<file path="src/rtl/as_chk_watchdog.sv">
`default_nettype none
// ---------------------------------------------------------------------------
// as_chk_watchdog : saturating idle-cycle counter with programmable limit
// Rev 1.0
// ---------------------------------------------------------------------------
module as_chk_watchdog #(
  parameter int TIMEOUT_W = 20
) (
  input  logic                 clk_i,
  input  logic                 rst_i,
  input  logic                 clr,
  input  logic                 en,
  input  logic [TIMEOUT_W-1:0] limit,
  output logic                 expired
);

  logic [TIMEOUT_W-1:0] count;

  always_ff @(posedge clk_i or negedge rst_i) begin
    if (!rst_i) begin
      count <= '0;
    end else if (clr) begin
      count <= '0;
    end else if (en && (count != '1)) begin
      count <= count + 1'b1;
    end
  end

  // Flags the idle cycle that would bring the count to the limit, so the
  // owning FSM leaves RUN on exactly the limit-th idle edge.
  assign expired = (limit != '0) && (count >= (limit - 1'b1));

endmodule
`default_nettype wire

</file>
<file path="config.mk">
export PLATFORM = sky130hd
export DESIGN_NAME = as_chk_watchdog
export DESIGN_NICKNAME = d
export VERILOG_FILES = /design/src/rtl/as_chk_watchdog.sv
export SDC_FILE = /design/constraint.sdc
export NUM_CORES = 1
export LEC_CHECK = 0
export ABC_AREA = 1
export CORE_ASPECT_RATIO = 0.5
export CORE_UTILIZATION = 45
export CTS_BUF_LIST = sky130_fd_sc_hd__clkbuf_8
export DETAILED_ROUTE_END_ITERATION = 8
export HOLD_SLACK_MARGIN = 0.12
export PLACE_DENSITY = 0.65
export SYNTH_ARGS = -nofsm -noshare
export SYNTH_HDL_FRONTEND = slang
export SYNTH_SLANG_ARGS = --single-unit
</file>
<file path="constraint.sdc">
create_clock -name clk_i -period 5.9 [get_ports clk_i]
set_clock_uncertainty 0.15 [all_clocks]
set_input_delay 0.885 -clock clk_i [delete_from_list [all_inputs] [get_ports clk_i]]
set_output_delay 0.885 -clock clk_i [all_outputs]
set_load 0.03 [all_outputs]
</file>
# After elaboration in Yosys (flattened, before gate mapping)
# Cells that the tools add are included.
# classes
n_addsub,2
n_lt_le_gt_ge,1
eq_ne,1
muxes,2
reduce_logical,4
# op_table
op,n
two-way mux 20 bit,2
"adder 20 x 1 -> 20 bit, second input constant",1
>= comparator 20 bit,1
"!= test 20 bit, second input constant",1
nonzero test 20 bit,1
"subtractor 20 x 1 -> 20 bit, second input constant",1
logical AND 1 bit,2
nonzero test 2 bit,1
# totals
regBits,20
inputBits,24
out_inout_bits,1
elab_cells,11

# Logic depth before layout (Yosys ltp)
# logic_depth
depth_word,4
mapped_depth,17
ltp_nobuf,17

# Worst setup path after synthesis
# Ideal clock, no wire load.
# synth_timing
kind,input port to output port
startpoint,input limit[3]
endpoint,output expired
arrival_ps,2861
required_time_ps,4865
setup_slack_ps,2004
cell_stages,15
path_buffers,0
cell_sequence,or2_2 nor2_2 nand2_1 nor2_1 nand3_1 xor2_1 ha_1 nand2_1 nor2_1 nand2_1 nor2_1 nand2_1 nand4_1 nand2_1 inv_1
# synth_between
elab_chain_len,3
word_cells_on_any_way,4
classes_between,add/sub: 1; order compare: 1; reduce/logical: 2
# synth_rtl
element,line,source
"start, declared",13,"input logic [TIMEOUT_W-1:0] limit,"
subtractor 20 x 1 -> 20 bit,31,assign expired = (limit != '0) && (count >= (limit - 1'b1));
>= comparator 20 bit,31,
logical AND 1 bit (*),31,
"end, declared",14,output logic expired
# Every way passes the cells marked *; elsewhere a longest branch is shown, timed or not.

# Worst setup path in the final report
# Ends and elaborated chain as after synthesis.

==> qor.yml <==
logic_synthesis:
  syn_area_um2: 2240
  synth-seq-cells: 20
  synth_nets: 402
  netlist_instances: 356
  ys_types: 28
  synth-edff-count: 0
  synthFlopType: "dfrtp_1"
  async_flop_share_pct: 100
  seq_area_frac_synth_pct: 22.4
  yosysWarnings: 0
  avgSynthCellArea_um2: 6.29
worst_setup_path:
  r2r_end: "count[2]"
  cpPeakStageDelay_ps: 660
  path_buf_inv: 4
  startpoint_type: "input pin"
  arrival_ps: 4060
  critPathRequiredTime_ps: 4870
  path_max_fanout: 4
  reg2reg_depth: 11
  critPathTopFamily: "simple AND/OR/NAND/NOR gates"
  cp_slowest_cell: "clkdlybuf4s50_1"
  crit_top_cell: "nand2_1"
  cp_cell_sequence: "clkdlybuf4s50_1, or2_2, nor2_2, nand2_1, nor2_1, nand2_1, xnor2_1, inv_1, ha_1, nand2_1, nor2_1, nand2_1, nor2_1, nand2_1, nand4_1, nand2_1, inv_1, clkdlybuf4s50_1"
  worstSetupPathType: "in -> out"
  regToRegSetupSlack_ps: 3880
  r2r_start: "count[1]"
  worst_setup_path_end_kind: "output pin"
cells_and_area:
  nFillCells: 485
  regArea_um2: 500
  top_register: "count"
  area_delta_synth_final_pct: 15.4
  final_common_cell: "nand2_1"
  layout_common_cells: "nand2_1 (130), nor2_1 (62), inv_1 (32), clkdlybuf4s50_1 (24), ha_1 (22)"
  multi_input_area_um2: 1580
  largest_register_ffs: 20
  drive_gt1_share_pct: 4.74
  reg_top3: "count (20)"
  diodes: 0
  nNetsFinal: 428
power:
  power_frac_comb_pct: 22.1
  leakage_nw: 1.28
  clkPwrFrac_pct: 30.7
  p_int_w: 0.000213
  power.density_nw_per_um2: 114
  power.net_switching_w: 0.0000827
  seq_power_share_pct: 47.2
  p_sw_share_pct: 28.0
  vdd_ir_drop_max_mv: 0.0649
hold_path:
  min_to: "count[19]"
  hold_path_class: "reg -> reg"
  hold_depth: 2
  hold_path_startpoint: "count[19]"
global_routing:
  globalRouteTotalUtil_pct: 22.0
  grt_pass1_vias: 2003
  grt_pass1_wl_um: 8940
  grt_max_degree: 21
  grt_overflow: 0
  antenna_found_initial: 0
die:
  placementRows: 17
  chipHeight_um: 51.9
  pin_count: 25
  start_util_pct: 48.7
  coreArea_um2: 4590
  dieWidth_um: 102
  die-area_um2: 5280
cts:
  clk_latency_ps: 260
  clkTransAtPathRegs_ps: 70
  cts_buffer_depth: 2
  cts_sinks: 20
  post_cts_buffers: 0
  cts_made_buffers: 3
  htree_levels: 1
  hold_buffers: 0
  cts-root-buf: "clkbuf_8"
  cts_tree: "yes"
  cts_resized: 0
placement:
  dp_hpwl_um: 4340
  place.gp.congestion: 0.887
  port_buffers: 24
  pre_cts_slack_ps: 796
sta:
  finalHoldViolCount: 0
  worst_pin_slew_ps: 932
  layout_min_cycle_time_ps: 5090
  period_share_pct: 86.3
  setup_viol: 0
  slew-limit-headroom_pct: 37.6
  fmax_ghz: 0.196
  tns_ps: 0
  slew_viol_final: 0
  rsz0062_at_grt: "false"
  setup_ws_ps: 806
detailed_routing:
  drc_errors: 0
  wl_per_cell_um: 12.0
  wl_um: 5330
  drt_iter0_markers: 75
  dr.pass1.iters: 4
  drtAntennaViolNets: 0
  via_per_inst: 4.87
  vias: 2173
run:
  drv_cap: 0
status:
  outcome: "complete, no violations"
power groups by stage:
stage	Combinational [W]	Clock [W]	Sequential, W
finish	0.0000652	0.0000908	0.000139
global route	0.0000736	0.0000975	0.000140
CTS	0.0000658	0.0000949	0.000139
detailed placement	0.0000654	0	0.000142
global placement	0.0000640	0	0.000142
floorplan	0.0000349	0	0.000142
logic make-up (layout without fill, tap and decap cells):
logic type               Yosys count  after routing  share of synthesized area (%)
AND/OR/NAND/NOR                  237            237                           44.3
buffers and inverters             38             62                           7.15
XOR/XNOR                          29             29                           11.3
adder cells (fa/ha/maj)           22             22                           12.3
flip-flops                        20             20                           22.4
AO/OA/AOI/OAI                     10             10                           2.57
layout make-up:
cell class,instances,area share (%)
repair buffers,25,9.59
clock buffers,3,1.60
flip-flops and latches,20,19.4
inverters,34,5.14
multi-input cells,298,61.1
well taps,66,3.20
Yosys cell counts, drive strengths merged (6+ instances only):
master	n	area share, %
nor2	66	12
inv	33	5.5
a21oi	6	1.3
nand3	19	4.2
nand4	11	3.1
ha	22	12
xnor2	11	4.3
xor2	18	7.0
nand2	134	23
dfrtp	20	22
worst min-delay path: stages, from the launching register on:
cell     delay [ps]
dfrtp_1         410
nand2_1          70
nand2_1          60
worst max path at each step:
stage,endpoint,startpoint,cells past startpoint
6_report,expired,limit[3],18
5_1_grt,expired,limit[4],17
4_1_cts,expired,limit[4],18
3_5_place_dp,expired,limit[4],18
3_3_place_gp,expired,limit[4],17
2_1_floorplan,expired,limit[3],15
routing by layer:
layer	GRT usage, %	vias to the layer above	wire length [um]
li1	-	1167	-
met1	31.8	953	2880
met2	36.0	51	2110
met3	2.55	2	322
met4	3.38	0	18
met5	0	-	0
metrics by stage:
step | hold WS, ps | power (W) | instance area [um^2] | std cells | utilization [%]
3_3_place_gp | 382 | 0.000206 | 2540 | 443 | 55.3
2_1_floorplan | 342 | 0.000177 | 2240 | 356 | -
3_5_place_dp | 386 | 0.000207 | 2540 | 443 | 55.3
4_1_cts | 405 | 0.000300 | 2580 | 446 | 56.2
6_report | 410 | 0.000295 | 2580 | 446 | 56.2
5_1_grt | 421 | 0.000311 | 2580 | 446 | 56.2
(Power assumes the default switching activity.)
